==> src/rtl/reg_fifo_if.sv <==
// reg_fifo bus: write data/strobe, read strobe, head word, flags.
// master = producer/consumer side, slave = fifo side.
interface reg_fifo_if #(
  parameter int WIDTH = 8,
  parameter int DEPTH = 4
);
  localparam int CW = $clog2(DEPTH) + 1;

  logic [WIDTH-1:0] d;
  logic             wr;
  logic             rd;
  logic [WIDTH-1:0] q;
  logic             empty;
  logic             full;
  logic [CW-1:0]    count;
  logic             ovf;
  logic             udf;

  modport master (
    output d, wr, rd,
    input  q, empty, full, count, ovf, udf
  );

  modport slave (
    input  d, wr, rd,
    output q, empty, full, count, ovf, udf
  );
endinterface

==> src/rtl/reg_fifo.sv <==
// Register-based FIFO, first-word fall-through head on q.
// Ports: clk, nclr (async active-low clear), bus (reg_fifo_if.slave).
module reg_fifo #(
  parameter int WIDTH = 8,
  parameter int DEPTH = 4
) (
  input logic       clk,
  input logic       nclr,
  reg_fifo_if.slave bus
);
  localparam int AW = $clog2(DEPTH);
  localparam int CW = AW + 1;
  localparam logic [CW-1:0] FULLC = CW'(DEPTH);

  logic [WIDTH-1:0] mem [DEPTH];
  logic [AW-1:0]    wp;
  logic [AW-1:0]    rp;
  logic [CW-1:0]    cnt;
  logic             ovf_r;
  logic             udf_r;

  logic empty;
  logic full;
  logic push;
  logic pop;

  assign empty = (cnt == '0);
  assign full  = (cnt == FULLC);

  // A write is taken when full only if a read frees the head
  // slot on the same edge; a read on empty is simply dropped.
  assign push = bus.wr & (~full | bus.rd);
  assign pop  = bus.rd & ~empty;

  // Storage is never cleared; q masks it while empty.
  always_ff @(posedge clk) begin
    if (nclr && push) begin
      mem[wp] <= bus.d;
    end
  end

  always_ff @(posedge clk or negedge nclr) begin
    if (!nclr) begin
      wp    <= '0;
      rp    <= '0;
      cnt   <= '0;
      ovf_r <= 1'b0;
      udf_r <= 1'b0;
    end else begin
      if (push) begin
        wp <= wp + 1'b1;
      end
      if (pop) begin
        rp <= rp + 1'b1;
      end
      unique case (1'b1)
        push & ~pop: cnt <= cnt + 1'b1;
        pop & ~push: cnt <= cnt - 1'b1;
        default:     cnt <= cnt;
      endcase
      if (bus.wr & ~bus.rd & full) begin
        ovf_r <= 1'b1;
      end
      if (bus.rd & ~bus.wr & empty) begin
        udf_r <= 1'b1;
      end
    end
  end

  assign bus.q     = empty ? '0 : mem[rp];
  assign bus.empty = empty;
  assign bus.full  = full;
  assign bus.count = cnt;
  assign bus.ovf   = ovf_r;
  assign bus.udf   = udf_r;
endmodule

==> src/flat_wrapper.sv <==
// flat-port wrapper written by rule: the top's interface ports become plain ports
module reg_fifo_flat 
#(
  parameter int WIDTH = 8,
  parameter int DEPTH = 4
)
  (clk, nclr, bus_d, bus_wr, bus_rd, bus_q, bus_empty, bus_full, bus_count, bus_ovf, bus_udf);
  reg_fifo_if #(.WIDTH(WIDTH), .DEPTH(DEPTH)) bus_i ();
  input logic clk;
  input logic nclr;
  input wire logic [$bits(bus_i.d)-1:0] bus_d;
  input wire logic [$bits(bus_i.wr)-1:0] bus_wr;
  input wire logic [$bits(bus_i.rd)-1:0] bus_rd;
  output wire logic [$bits(bus_i.q)-1:0] bus_q;
  output wire logic [$bits(bus_i.empty)-1:0] bus_empty;
  output wire logic [$bits(bus_i.full)-1:0] bus_full;
  output wire logic [$bits(bus_i.count)-1:0] bus_count;
  output wire logic [$bits(bus_i.ovf)-1:0] bus_ovf;
  output wire logic [$bits(bus_i.udf)-1:0] bus_udf;
  assign bus_i.d = bus_d;
  assign bus_i.wr = bus_wr;
  assign bus_i.rd = bus_rd;
  assign bus_q = bus_i.q;
  assign bus_empty = bus_i.empty;
  assign bus_full = bus_i.full;
  assign bus_count = bus_i.count;
  assign bus_ovf = bus_i.ovf;
  assign bus_udf = bus_i.udf;
  reg_fifo #(.WIDTH(WIDTH), .DEPTH(DEPTH)) u_core (.clk(clk), .nclr(nclr), .bus(bus_i));
endmodule
==> config.mk <==
export PLATFORM = sky130hd
export DESIGN_NAME = reg_fifo_flat
export DESIGN_NICKNAME = d
export VERILOG_FILES = /design/src/rtl/reg_fifo_if.sv /design/src/rtl/reg_fifo.sv /design/src/flat_wrapper.sv
export SDC_FILE = /design/constraint.sdc
export NUM_CORES = 1
export LEC_CHECK = 0
export CORE_MARGIN = 2
export CORE_UTILIZATION = 56
export CTS_BUF_LIST = sky130_fd_sc_hd__clkbuf_4 sky130_fd_sc_hd__clkbuf_8
export DETAILED_ROUTE_END_ITERATION = 6
export GPL_TIMING_DRIVEN = 1
export HOLD_SLACK_MARGIN = 0.15
export PLACE_DENSITY = 0.84
export SKIP_LAST_GASP = 1
export SYNTH_ARGS = -nofsm -noshare
export SYNTH_HDL_FRONTEND = slang
export SYNTH_SLANG_ARGS = --single-unit
==> constraint.sdc <==
create_clock -name clk -period 3.7 [get_ports clk]
set_input_delay 1.11 -clock clk [delete_from_list [all_inputs] [get_ports clk]]
set_output_delay 1.11 -clock clk [all_outputs]
set_load 0.1 [all_outputs]
==> results.md, run 1 <==
Outcome:
- The flow ran to the end, and the final reports show no timing, DRC or antenna violations.

Setup path:
- The cell count of the worst reg-to-reg path is 9.
- Along the worst path, the maximum fanout reaches 10.
- In this run the critical register-to-register path is captured at u_core.bus.count[2].
- STA classifies the critical path endpoint as an output pin.
- The worst setup path is launched from a flop.
- Tracing the worst setup path back leads to its startpoint at u_core.rp[0].
- The worst stage delay on the critical path is 0.74 ns.
- The category of the most critical setup path is flop to output pin.
- Walking the worst path, the cells encountered are mux4_2 > nor2b_2 > buf_4.
- In this run the critical register-to-register path is launched from u_core.bus.count[0].
- Across all register-to-register paths, the minimum setup slack is ~1.4 ns.
- Data arrives at the worst endpoint at between 2 and 2.5 ns.
- On the critical path, the stage with the largest delay is an instance of dfrtp_1.
- STA puts the critical path data required time at roughly 2.6 ns.

Route:
- Once detail routing completed, the nets flagged for antenna violations numbered 0.
- The routed layout has between 900 and 1000 vias.
- The routed wirelength normalized by instance count is 17.4 um.
- In the routed design, unresolved DRC markers number 0.
- The first detailed-routing pass took 4 iterations.
- In the routed layout, each cell is associated on average with a via count of 5.62.
- The detailed router's first-iteration violation count is 27.
- Wires add up to about 2800 um.

Floorplanning:
- The floorplan step defined a die boundary enclosing around 3500 um2.
- The floorplan step set the die width to 59.4 um.
- In this run the count of I/O pins placed on the die edge is 27.
- For this configuration, the core starts out at a cell density of just under 60%.
- The region available for standard cell placement spans roughly 3000 um2.
- The die is around 59 um tall.
- After floorplanning, the core was divided into 20 placement rows.

Synthesis:
- Ranked by instance count, the synthesized netlist is headed by edfxtp_1 (32), dfrtp_1 (9), inv_1 (9), nor2b_1 (9), mux4_2 (8).
- The total of flip-flops plus latches after synthesis is just over 40.
- Sequential cells were found to cover between 60% and 70% of the synthesized design area.
- Yosys attributes the largest share of cell area to edfxtp_1 (56%), dfrtp_1 (13%), mux4_2 (10%).
- edfxtp_1 is the most common cell in the netlist.
- The proportion of register bits with asynchronous set or reset after synthesis is between 20% and 30%.
- In this run, distinct cell masters in the synthesized netlist total 21.
- The main flop type after synthesis is edfxtp_1.
- The total nets after synthesis is 114.
- The number of enable-type register cells in the synthesized netlist is 32.
- The cell taking the most area after synthesis is edfxtp_1.
- The cell count after synthesis came out at 96.
- The mean cell area of the mapped netlist is ~18 um2.
- In this run the biggest area consumer among cell types represents between 50% and 60% of the synthesized area.
- The cell area that synthesis handed to floorplanning was 1720 um2.
- Yosys printed 0 warnings.

Worst hold path:
- The worst hold path terminates at u_core.bus.count[2].
- The startpoint of the worst hold path is u_core.bus.count[2].
- The worst hold path belongs to the class flop to flop.
- The instance count along the most critical hold path is 1.

GRT:
- The number of antenna violations at the first check in global routing is 0.
- The first global-routing pass estimated 4530 um of wire.
- The maximum number of pins on one net before global-route repair is 14.
- Global routing used a little under a fifth of the available tracks.
- Summed over all layers, the global routing overflow is 0.
- The via count of the first global-routing pass is ~960.

STA:
- The number of endpoints failing setup at the final stage is 0.
- The number of hold violations in the final report is 0.
- The final number of max-transition violations is 0.
- Measured against its own limit, the worst slew margin works out to 60.4%.
- The final critical-path required period is 3.16 ns.
- Across all setup checks in the final design, the least slack found is roughly 0.54 ns.
- Final hold analysis gives a worst-case slack of 0.501 ns.
- The maximum clock frequency is between 0.3 and 0.4 GHz.
- On the final layout, the worst clock skew is between 0.006 and 0.007 ns.
- Setup repair after global routing left no endpoint under its margin.
- The fraction of the cycle the final worst path needs is a little under nine tenths.
- The slew at the pin with the worst max-slew slack is between 0.5 and 0.6 ns.

Clock network:
- The number of post-CTS setup repair buffers is 0.
- The clock sink count is 41.
- The clock transition at the registers of the reported paths is ~0.11 ns.
- The number of instances resized during post-cts repair is 0.
- The tree is rooted in a clkbuf_4.
- TritonCTS built the clock tree.
- The hold buffer count at cts is 0.
- The clock network latency to the later pin of the worst-skew pair is about 0.34 ns.
- The longest clock path from root to sink contains 2 buffers.
- Counting the buffers created by CTS gives 5.
- The number of levels in the clock H-tree is 2.

Run:
- The count of max-cap constraint violations is 0.

Finish:
- The post-route netlist has 35.9% of its cells at a drive strength greater than 1.
- The final antenna diode count is 0.
- Across the whole layout, storage elements account for around 1200 um2.
- The area overhead of the layout relative to synthesis is 22.6%.
- The fill cell total of the finished layout is about 210.
- The final net count is around 150.
- The area of the multi-input gates is a little under 500 um2.

Placed design:
- The number of port buffers is 26.
- The post-placement setup slack is 0.643 ns.
- The global placement routability congestion is 0.742.
- The HPWL after detailed placement is about 2000 um.
## layout make-up
cell class | count | share of cell area, %
flip-flops and latches | 41 | 56.5
multi-input cells | 43 | 23.4
repair buffers | 27 | 12.7
clock buffers | 6 | 2.14
well taps | 33 | 1.96
clock inverters | 2 | 1.66
inverters | 9 | 1.60
## worst max-delay path by stage
stage	to	depth (start not counted)	slack (ns)
2_1_floorplan	bus_q[3]	3	-0.21
3_3_place_gp	u_core.bus.count[2]	8	0.70
3_5_place_dp	u_core.bus.count[2]	8	0.64
4_1_cts	bus_q[1]	3	0.48
5_1_grt	bus_q[0]	3	0.38
6_report	bus_q[1]	3	0.54
## cell usage in the layout, fill, tap and decap left out, types with 2 or more instances in the layout
master and count:
nor2_1 2, buf_12 3, inv_1 9, ha_1 5
edfxtp_1 32, nor2b_2 3, clkbuf_4 6, and3_2 4
nor2b_1 6, mux4_2 8, xor2_1 4, buf_4 13
dfrtp_1 6, clkdlybuf4s50_1 11, dfrtp_2 3, xnor2_1 2
## worst max-delay path: cells and delay by family (launching register included)
kind / cells / cell delay, ns
buffers and inverters: 1 / 0.23
AND/OR/NAND/NOR: 1 / 0.16
flip-flops: 1 / 0.74
multiplexers: 1 / 0.58
## metal layers
layer / track usage (%) / wire, um
met1: 22.9 / 1140
met2: 31.2 / 1450
met3: 6.99 / 165
met4: 8.12 / 45
met5: 0 / 0
## state kept, by name, summed over array words and instances, names as in the netlist
| signal | count |
|---|---|
| u_core.bus.udf | 1 |
| u_core.mem | 32 |
| u_core.bus.ovf | 1 |
| u_core.wp | 2 |
| u_core.rp | 2 |
| u_core.bus.count | 3 |
## logic make-up (layout without fill, tap and decap cells)
group	Yosys count	count (layout)	share of synthesized area, %
xor+xnor	6	6	3.06
buf+inv	12	44	2.69
compound gates	3	3	1.82
fa+ha+maj	6	6	4.81
simple gates	18	18	6.63
flops	41	41	69.0
mux	10	10	11.9
## stage by stage
step                      cells  area [um2]  util [%]  setup TNS (ns)
after floorplan              96        1730         -           -1.04
after global placement      153        2030      68.0               0
after detailed placement    153        2030      68.0               0
after CTS                   161        2110      70.7               0
after global routing        161        2110      70.7               0
final                       161        2110      70.7               0
Power of run 1 is left out: the tool's default activity adds up to more than one toggle a clock period on the data nets, which glitch-free logic cannot reach.
==> run 2, diff against run 1 <==
--- a/config.mk
+++ b/config.mk
@@ -13,6 +13,7 @@
 export HOLD_SLACK_MARGIN = 0.15
 export PLACE_DENSITY = 0.84
 export SKIP_LAST_GASP = 1
+export SLEW_MARGIN = 20
 export SYNTH_ARGS = -nofsm -noshare
 export SYNTH_HDL_FRONTEND = slang
 export SYNTH_SLANG_ARGS = --single-unit
==> results of run 2 <==
The final DEF is identical to that of run 1; final timing and power are the same.
Power of run 2 is left out for the same reason.
==> RTL edit: new RTL, flow settings as in run 1 <==
`DEPTH` is set to 4 in 3 places; all go to 2.
--- a/src/rtl/reg_fifo_if.sv
+++ b/src/rtl/reg_fifo_if.sv
@@ -2,7 +2,7 @@
 // master = producer/consumer side, slave = fifo side.
 interface reg_fifo_if #(
   parameter int WIDTH = 8,
-  parameter int DEPTH = 4
+  parameter int DEPTH = 2
 );
   localparam int CW = $clog2(DEPTH) + 1;
 
--- a/src/rtl/reg_fifo.sv
+++ b/src/rtl/reg_fifo.sv
@@ -2,7 +2,7 @@
 // Ports: clk, nclr (async active-low clear), bus (reg_fifo_if.slave).
 module reg_fifo #(
   parameter int WIDTH = 8,
-  parameter int DEPTH = 4
+  parameter int DEPTH = 2
 ) (
   input logic       clk,
   input logic       nclr,
--- a/src/flat_wrapper.sv
+++ b/src/flat_wrapper.sv
@@ -2,7 +2,7 @@
 module reg_fifo_flat 
 #(
   parameter int WIDTH = 8,
-  parameter int DEPTH = 4
+  parameter int DEPTH = 2
 )
   (clk, nclr, bus_d, bus_wr, bus_rd, bus_q, bus_empty, bus_full, bus_count, bus_ovf, bus_udf);
   reg_fifo_if #(.WIDTH(WIDTH), .DEPTH(DEPTH)) bus_i ();
Ports: changed (resized bus_count); port bits go from 27 to 26. No check against the original RTL was run, so the function may have changed too.
==> RTL edit against run 1 <==
Area after synthesis decreased by 48%. Cell area decreased by 45%. Sequential cell count decreased by 19. Synthesized cell count decreased by 39%. Worst setup slack improved by 0.26 ns. Wire length decreased by 48%. Highest routed layer unchanged.
Power is not shown: default switching activity piles up to over one toggle a cycle in this logic, so the estimate is an artifact.
==> RTL edit: results (changes against run 1) <==
- Status: finished, final reports clean (unchanged)
- Final HPWL DP: 1045 um (was 1955 um)
- Relative slew margins: 51.65% (was 60.41%)
- Synthesized Nets: 72 (was 114)
- Met3 wire length: 109 um (was 165 um)
- H-tree depth: 1 (was 2)
- WL met2: 726 um (was 1449 um)
- Number of fill cells: 90 (was 214)
- DR WL/cell: 14.32 um (was 17.38 um)
- Number of flip-flops in the largest register: 16 (was 32)
- Top cells by area, synth: edfxtp_1 (54%), dfrtp_1 (17%), mux2i_1 (9.0%) (was edfxtp_1 (56%), dfrtp_1 (13%), mux4_2 (10%))
- Post-synth EDFFs: 16 (was 32)
- Sequential element share of the synthesized area: 70.99% (was 69.05%)
- Net count, final: 100 (was 145)
- Post-Route M1 WL: 578 um (was 1138 um)
- Initial drt markers: 8 (was 27)
- DR vias: 546 (was 905)
- Vias in the first global route: 521 (was 959)
- Port buffer count: 25 (was 26)
- First-pass GRT wire length: 2290 um (was 4533 um)
- Hold_sp: u_core.bus.udf (was u_core.bus.count[2])
- Slowest stage cell, crit path: nor2_1 (was dfrtp_1)
- Async S/R FF share, synth: 27.27% (was 21.95%)
- Worst EP arrival: 1.80 ns (was 2.05 ns)
- Crit Path Max Fanout: 11 (was 10)
- Clock skew: 0.004707 ns (was 0.006898 ns)
- CP max stage delay: 0.59 ns (was 0.74 ns)
[RTL edit: changes by cell type after synthesis, moves of 3 or more]
cell      delta
and3_2       -4
dfrtp_1      -3
edfxtp_1    -16
ha_1         -4
inv_1        -7
mux2i_1      +7
mux4_2       -8
nor2_1      +10
nor2b_1      -8
[RTL edit: final timing paths]
kind | end | slack (ns) | cells after the start
min | u_core.bus.udf | 0.49 | 1
min reg2reg | u_core.bus.udf | 0.49 | 1
max reg2reg | u_core.bus.count[1] | 1.76 | 6
max in group asynchronous | u_core.bus.udf | 2.42 | 1
min in group asynchronous | u_core.rp | 1.04 | 1
max | bus_q[1] | 0.79 | 3
[RTL edit: area by class of cell]
type	instances	area share, %
flip-flops and latches	22	54.08
inverters	2	0.6438
clock inverters	1	2.575
clock buffers	3	1.931
multi-input cells	33	20.60
well taps	16	1.717
repair buffers	25	18.45
[RTL edit: per-stage QoR]
step | hold WS, ns | cell area (sq um) | cells | setup TNS, ns | setup slack, ns
global route | 0.5044 | 1166 | 102 | 0 | 0.6902
global placement | 0.4507 | 1114 | 98 | 0 | 0.8942
finish | 0.4856 | 1166 | 102 | 0 | 0.7936
CTS | 0.4886 | 1166 | 102 | 0 | 0.7628
detailed placement | 0.4630 | 1114 | 98 | 0 | 0.8251
floorplan | 0.4662 | 888.4 | 59 | -1.727 | -0.2159
[RTL edit: cell families after synthesis]
| family | after synthesis | share of synthesized area, % |
|---|---|---|
| AO/OA/AOI/OAI | 2 | 1.831 |
| XOR/XNOR | 5 | 4.930 |
| adder cells (fa/ha/maj) | 1 | 1.408 |
| buffers and inverters | 4 | 1.972 |
| flip-flops | 22 | 70.99 |
| multiplexers | 8 | 9.014 |
| AND/OR/NAND/NOR | 17 | 9.859 |
[RTL edit: layer usage]
| metal | track usage (%) | vias to the layer above |
|---|---|---|
| li1 | - | 262 |
| met1 | 21.26 | 252 |
| met2 | 28.24 | 26 |
| met3 | 5.000 | 6 |
| met4 | 12.73 | 0 |
| met5 | 0 | - |
[RTL edit: worst register-to-register path: stages, from the launching register on]
cell and delay, ns:
dfrtp_1 0.48, nor2_1 0.59, nor2b_1 0.18, ha_1 0.26, xnor2_1 0.12, nor2_1 0.11
xor2_1 0.14
